===== config.mk =====
export PLATFORM = sky130hd
export DESIGN_NAME = hello_stream_tx_flat
export DESIGN_NICKNAME = d
export VERILOG_FILES = /design/src/rtl/hello_stream_tx_pkg.sv /design/src/rtl/hello_stream_tx_if.sv /design/src/rtl/hello_stream_tx_char_rom.sv /design/src/rtl/hello_stream_tx.sv /design/src/flat_wrapper.sv
export SDC_FILE = /design/constraint.sdc
export NUM_CORES = 1
export LEC_CHECK = 0
export BUFFER_PORTS_ARGS = -buffer_cell sky130_fd_sc_hd__buf_4
export CORE_MARGIN = 5
export CORE_UTILIZATION = 50
export DETAILED_ROUTE_END_ITERATION = 16
export GPL_ROUTABILITY_DRIVEN = 0
export HOLD_SLACK_MARGIN = 0.05
export PLACE_DENSITY = 0.71
export RECOVER_POWER = 100
export REMOVE_ABC_BUFFERS = 1
export SLEW_MARGIN = 25
export SYNTH_ARGS = -nofsm -noshare
export SYNTH_HDL_FRONTEND = slang
export SYNTH_SLANG_ARGS = --single-unit

===== constraint.sdc =====
create_clock -name clk -period 2.38 [get_ports clk]
set_clock_uncertainty 0.1 [all_clocks]
set_input_delay 0.238 -clock clk [delete_from_list [all_inputs] [get_ports clk]]
set_output_delay 0.238 -clock clk [all_outputs]
set_load 0.03 [all_outputs]

===== src/rtl/hello_stream_tx_pkg.sv =====
// Shared constants for the "hello" byte-stream transmitter.
// ASCII characters, one-hot state codes and string length.
package hello_stream_tx_pkg;

  localparam logic [7:0] CHAR_H = 8'h68;
  localparam logic [7:0] CHAR_E = 8'h65;
  localparam logic [7:0] CHAR_L = 8'h6C;
  localparam logic [7:0] CHAR_O = 8'h6F;

  localparam int HELLO_LEN = 5;

  localparam logic [3:0] ST_IDLE = 4'b0001;
  localparam logic [3:0] ST_SEND = 4'b0010;
  localparam logic [3:0] ST_GAP  = 4'b0100;
  localparam logic [3:0] ST_DONE = 4'b1000;

  typedef enum logic [3:0] {
    IDLE = ST_IDLE,
    SEND = ST_SEND,
    GAP  = ST_GAP,
    DONE = ST_DONE
  } state_e;

endpackage


===== src/rtl/hello_stream_tx_if.sv =====
// Valid/ready byte stream between the transmitter and its sink.
// master drives data and valid, slave drives ready.
interface hello_stream_tx_if;

  logic [7:0] data_out;
  logic       data_out_valid;
  logic       data_out_ready;

  modport master (
    output data_out,
    output data_out_valid,
    input  data_out_ready
  );

  modport slave (
    input  data_out,
    input  data_out_valid,
    output data_out_ready
  );

endinterface


===== src/rtl/hello_stream_tx_char_rom.sv =====
// Character lookup for the "hello" string.
// Indices past the last character return 0x00.
module hello_char_rom
  import hello_stream_tx_pkg::*;
(
  input  logic [2:0] idx,
  output logic [7:0] ch
);

  always_comb begin
    ch = 8'h00;
    case (idx)
      3'd0:    ch = CHAR_H;
      3'd1:    ch = CHAR_E;
      3'd2:    ch = CHAR_L;
      3'd3:    ch = CHAR_L;
      3'd4:    ch = CHAR_O;
      default: ch = 8'h00;
    endcase
  end

endmodule


===== src/rtl/hello_stream_tx.sv =====
// Emits REPEAT copies of "hello" per start pulse on a valid/ready
// byte stream, with optional idle gap cycles after each accepted byte.
module hello_stream_tx
  import hello_stream_tx_pkg::*;
#(
  parameter int REPEAT     = 5,
  parameter int GAP_CYCLES = 0,
  parameter int CNT_W      = 8
) (
  input  logic               clk,
  input  logic               reset,
  input  logic               start,
  hello_stream_tx_if.master  tx,
  output logic               busy,
  output logic               done,
  output logic [CNT_W-1:0]   frame_count
);

  localparam logic [7:0] LAST_WORD = 8'(REPEAT - 1);
  localparam logic [2:0] LAST_CHAR = 3'(HELLO_LEN - 1);
  localparam logic [3:0] GAP_LOAD =
    (GAP_CYCLES > 0) ? 4'(GAP_CYCLES - 1) : 4'd0;
  localparam bit HAS_GAP = (GAP_CYCLES > 0);

  state_e           state, state_d;
  logic [2:0]       char_idx, char_d;
  logic [7:0]       word_cnt, word_d;
  logic [3:0]       gap_cnt, gap_d;
  logic [CNT_W-1:0] frame_d;
  logic [7:0]       data_q, data_d;

  logic [2:0] nxt_idx;
  logic [2:0] rom_idx;
  logic [7:0] rom_ch;
  logic       accept;
  logic       last_char;

  assign last_char = (char_idx == LAST_CHAR);
  assign nxt_idx   = last_char ? 3'd0 : char_idx + 3'd1;
  // In GAP char_idx already points at the byte to send next
  assign rom_idx   = (state == GAP) ? char_idx : nxt_idx;

  hello_char_rom u_rom (
    .idx (rom_idx),
    .ch  (rom_ch)
  );

  assign tx.data_out_valid = (state == SEND);
  assign tx.data_out       = data_q;
  assign busy              = (state == SEND) || (state == GAP);
  assign done              = (state == DONE);
  assign accept            = tx.data_out_valid && tx.data_out_ready;

  always_comb begin
    state_d = state;
    char_d  = char_idx;
    word_d  = word_cnt;
    gap_d   = gap_cnt;
    frame_d = frame_count;
    data_d  = data_q;
    case (state)
      IDLE: begin
        if (start) begin
          state_d = SEND;
          char_d  = 3'd0;
          word_d  = 8'd0;
          data_d  = CHAR_H;
        end
      end
      SEND: begin
        if (accept) begin
          char_d = nxt_idx;
          if (last_char) begin
            frame_d = frame_count + CNT_W'(1);
            word_d  = word_cnt + 8'd1;
          end
          if (last_char && (word_cnt == LAST_WORD)) begin
            state_d = DONE;
          end else if (HAS_GAP) begin
            state_d = GAP;
            gap_d   = GAP_LOAD;
          end else begin
            data_d = rom_ch;
          end
        end
      end
      GAP: begin
        if (gap_cnt == 4'd0) begin
          state_d = SEND;
          data_d  = rom_ch;
        end else begin
          gap_d = gap_cnt - 4'd1;
        end
      end
      DONE: begin
        state_d = IDLE;
      end
      default: begin
        state_d = IDLE;
        char_d  = 3'd0;
        word_d  = 8'd0;
        gap_d   = 4'd0;
        data_d  = 8'h00;
      end
    endcase
  end

  always_ff @(posedge clk or posedge reset) begin
    if (reset) begin
      state       <= IDLE;
      char_idx    <= 3'd0;
      word_cnt    <= 8'd0;
      gap_cnt     <= 4'd0;
      frame_count <= '0;
      data_q      <= 8'h00;
    end else begin
      state       <= state_d;
      char_idx    <= char_d;
      word_cnt    <= word_d;
      gap_cnt     <= gap_d;
      frame_count <= frame_d;
      data_q      <= data_d;
    end
  end

endmodule

===== src/flat_wrapper.sv =====
// flat-port wrapper written by rule: the top's interface ports become plain ports
module hello_stream_tx_flat import hello_stream_tx_pkg::*;
#(
  parameter int REPEAT     = 5,
  parameter int GAP_CYCLES = 0,
  parameter int CNT_W      = 8
)
  (clk, reset, start, busy, done, frame_count, tx_data_out, tx_data_out_valid, tx_data_out_ready);
  hello_stream_tx_if tx_i ();
  input  logic clk;
  input  logic reset;
  input  logic start;
  output logic busy;
  output logic done;
  output logic [CNT_W-1:0] frame_count;
  output wire logic [$bits(tx_i.data_out)-1:0] tx_data_out;
  output wire logic [$bits(tx_i.data_out_valid)-1:0] tx_data_out_valid;
  input wire logic [$bits(tx_i.data_out_ready)-1:0] tx_data_out_ready;
  assign tx_data_out = tx_i.data_out;
  assign tx_data_out_valid = tx_i.data_out_valid;
  assign tx_i.data_out_ready = tx_data_out_ready;
  hello_stream_tx #(.REPEAT(REPEAT), .GAP_CYCLES(GAP_CYCLES), .CNT_W(CNT_W)) u_core (.clk(clk), .reset(reset), .start(start), .tx(tx_i), .busy(busy), .done(done), .frame_count(frame_count));
endmodule

==> results_tabular.tex <==
\begin{tabular}{lr}
\hline
Metric & Value \\
\hline
\multicolumn{2}{l}{\textbf{Global route}} \\
Gr ovfl total & 0 \\
Tot GR Track Use & between 10\% and 20\% \\
Vias in the first global route & about 1,200 \\
Wire length of the first global-routing pass & $\sim$5.5 mm \\
Largest net degree at the start of global routing & 28 \\
Antenna violations before repair & 0 \\
\multicolumn{2}{l}{\textbf{Yosys}} \\
Post-synth EDFFs & 0 \\
\#FFs+latches synth & 27 \\
Cell with the most instances after synthesis & dfrtp\_1 \\
Post-synth top area cell & dfrtp\_1 \\
Unique cell type count in the Yosys netlist & 50 \\
Most used DFF post-synth & dfrtp\_1 \\
Sequential cell area fraction in the yosys report & between 40\% and 50\% \\
Post-synth top cells & dfrtp\_1, nand2\_1, inv\_1, o21ai\_0, xnor2\_1 \\
Post-Syn Area & 0.001580 sq mm \\
YS warnings & 0 \\
Synth top area cells & dfrtp\_1, ha\_1, xnor2\_1, buf\_6, buf\_4 \\
Synth top area share & 41.17\% \\
Number of standard cells after synthesis & about 150 \\
Proportion of synthesized flip-flops having asynchronous set or reset & 100.0\% \\
Per-instance average area after synthesis & a little over 10 sq um \\
\multicolumn{2}{l}{\textbf{Clocking}} \\
Buffers from clock root to sink, at most & 2 \\
Source-to-sink clock delay at the later pin of the worst-skew pair & approximately 0.33 ns \\
Number of instances resized during post-cts repair & 0 \\
Cts bufs inserted & 3 \\
Clock net sink count & 27 \\
Clock tree from TritonCTS & yes \\
Clock root buffer master & clkbuf\_4 \\
Clock slew at reported path FFs & 0.15 ns \\
H-tree Lvls & 1 \\
\multicolumn{2}{l}{\textbf{Placement}} \\
Cell count after placement & about 210 \\
Total of buffers placed on input and output ports & 20 \\
Total half-perimeter wirelength after legalization and detailed placement & between 2 and 2.5 mm \\
\multicolumn{2}{l}{\textbf{Setup path}} \\
Data required time at the worst endpoint & 2.52 ns \\
Critical-path top delay cell & dfrtp\_1 \\
Max FO, Critical Path & 9 \\
Type of the worst setup path & register to register \\
Crit end category & register \\
Delay of the slowest cell on the worst path & 0.54 ns \\
Cells along the critical path & or3b\_1 > nor4\_1 > or2\_0 > mux2\_1 \\
Arrival time at the worst endpoint & 2.30 ns \\
Kind of start point of the critical path & register \\
\multicolumn{2}{l}{\textbf{Route}} \\
Highest routed layer & met4 \\
Drc violations & 0 \\
Vias post-DR & 1,207 \\
Met1 wire length & 1.417 mm \\
Number of iterations in the first detailed-routing pass & 4 \\
Antenna violation net count after detailed routing & 0 \\
Total met3 wirelength after detailed routing & between 100 and 150 um \\
Met2 wire length & roughly 1.4 mm \\
Wire length reported by the detailed router & roughly 3.0 mm \\
Via density & roughly 5.6 \\
Routed len/inst & approximately 14 um \\
Starting DRT DRC Count & between 60 and 70 \\
\multicolumn{2}{l}{\textbf{Run}} \\
Number of violations of the max-capacitance limit & 0 \\
\multicolumn{2}{l}{\textbf{Layout}} \\
Share of the core filled with cells & 55.16\% \\
Footprint of the multi-input gates & 770.7 sq um \\
Share of post-route cells with drive strength above 1 & between 8 and 9\% \\
Number of fill cells & between 200 and 300 \\
Synthesis-to-layout area growth & 6.572\% \\
Final std cells w/o fill & between 200 and 250 \\
Number of antenna diodes & 0 \\
Final net count & 180 \\
Register area & 676.9 sq um \\
\multicolumn{2}{l}{\textbf{Floorplan}} \\
Die width & $\sim$66 um \\
Boundary pin count & 23 \\
Die footprint & $\sim$0.0044 sq mm \\
\# rows & 20 \\
Placeable core region & a little over 0.003 sq mm \\
Chip Height & between 60 and 70 um \\
Initial core utilization & $\sim$52\% \\
\multicolumn{2}{l}{\textbf{Timing}} \\
Max Fclk & between 400 and 500 MHz \\
Final hold viol count & 0 \\
Minimum clock period & between 2 and 2.5 ns \\
Relative slew margins & under 10\% \\
Pin slew with the least headroom to its limit & 1.423 ns \\
Max-slew violation total from the final report & 0 \\
Final setup fails & 0 \\
Setup repair after global routing missed its margin & false \\
Share of the clock period used by the worst path after layout & between 90\% and 100\% \\
\multicolumn{2}{l}{\textbf{Power and ir drop}} \\
Pleak & a little under 0.0007 uW \\
Peak supply drop & approximately 0.00053 V \\
PD cells & between 1000 and 1500 mW/mm\^{}2 \\
\multicolumn{2}{l}{\textbf{Hold path}} \\
Min-delay worst type & primary input to register \\
\multicolumn{2}{l}{\textbf{Outcome}} \\
Status & completed \\
\hline
\end{tabular}
==> routing by layer <==
metal | vias up | track usage [%]
met5 | - | 0
met4 | 0 | 5.584
met3 | 5 | 2.211
met2 | 32 | 25.65
met1 | 587 | 22.28
li1 | 583 | -
==> through the flow <==
stage	instance area (sq um)	setup WS, ns	TNS (ns)	hold WS [ns]	power, uW
2_1_floorplan	1484	-0.05397	-0.05397	0.1900	1317
3_3_place_gp	1712	0.3524	0	0.2218	1536
3_5_place_dp	1712	0.2909	0	0.2288	1566
4_1_cts	1758	0.2869	0	0.1420	1769
5_1_grt	1684	0.1137	0	0.1311	1858
6_report	1684	0.2213	0	0.1397	1691
==> repair_timing <==
| item | CTS | global route |
|---|---|---|
| setup buffers | 0 | 0 |
| hold buffers | 2 | 0 |
| endpoints found under the hold margin | 27 | 0 |
==> state kept, by name, summed over array words and instances (netlist names) <==
register and cells:
u_core.frame_count 8, u_core.word_cnt 8, u_core.tx.data_out 5, u_core.char_idx 3, u_core.state 3
==> worst max-delay path: cells and delay by family (launching register included) <==
family        cells  cell delay (ns)
simple gates      3             1.09
mux               1             0.33
flops             1             0.54
==> power breakdown <==
| group | switching [uW] | internal (uW) |
|---|---|---|
| logic | 432 | 292 |
| clock network | 140 | 65.9 |
| registers | 160 | 601 |
==> cells in the final DEF (no fill, tap or decap), types with 2 or more instances in the layout <==
cell type      netlist  layout
xor2_1               4       4
inv_1                7       7
clkbuf_1             2      18
nand3b_1             2       2
or3_1                3       3
or4_1                5       5
a21oi_1              5       5
nor3_1               3       3
mux2_2               2       2
nand2_1             10      10
xnor2_1              6       6
and4_1               2       2
clkbuf_4             0       4
dfrtp_1             26      26
nor2_1               4       4
nand4_1              3       3
buf_4                5       5
a21o_1               3       3
nand2b_1             4       4
nor3b_1              2       2
ha_1                 5       5
nand3_1              3       3
a22o_1               3       3
o31ai_1              4       4
o2111ai_1            2       2
o211ai_1             3       3
conb_1               1       2
dlygate4sd3_1        0       2
o21ai_0              7       7
==> layout make-up <==
cell class	instances	share of cell area, %
Multi-Input combinational cell	107	45.77
Sequential cell	27	40.19
Timing Repair Buffer	25	7.652
Tap cell	44	3.269
Clock buffer	4	1.560
Inverter	7	1.560
==> kinds of logic after synthesis <==
family | share of synthesized area, %
DFF | 42.83
buffers and inverters | 7.997
adders and majority gates | 3.959
other | 0.2373
muxes | 3.008
and+or+nand+nor | 21.93
AOI/OAI and AO/OA | 14.49
xor gates and xnor gates | 5.542
==> final timing paths <==
kind | from | to | slack (ns) | depth (start not counted)
worst max-delay path | u_core.state[1] | u_core.tx.data_out[0] | 0.22 | 4
worst min-delay path | start | u_core.state[1] | 0.14 | 3
worst max register to register | u_core.state[1] | u_core.tx.data_out[0] | 0.22 | 4
worst min register to register | u_core.frame_count[7] | u_core.frame_count[7] | 0.39 | 1
max in group asynchronous | reset | u_core.frame_count[2] | 0.53 | 4
min in group asynchronous | reset | u_core.frame_count[5] | 0.83 | 4
Power figures use the tool's default switching activity.
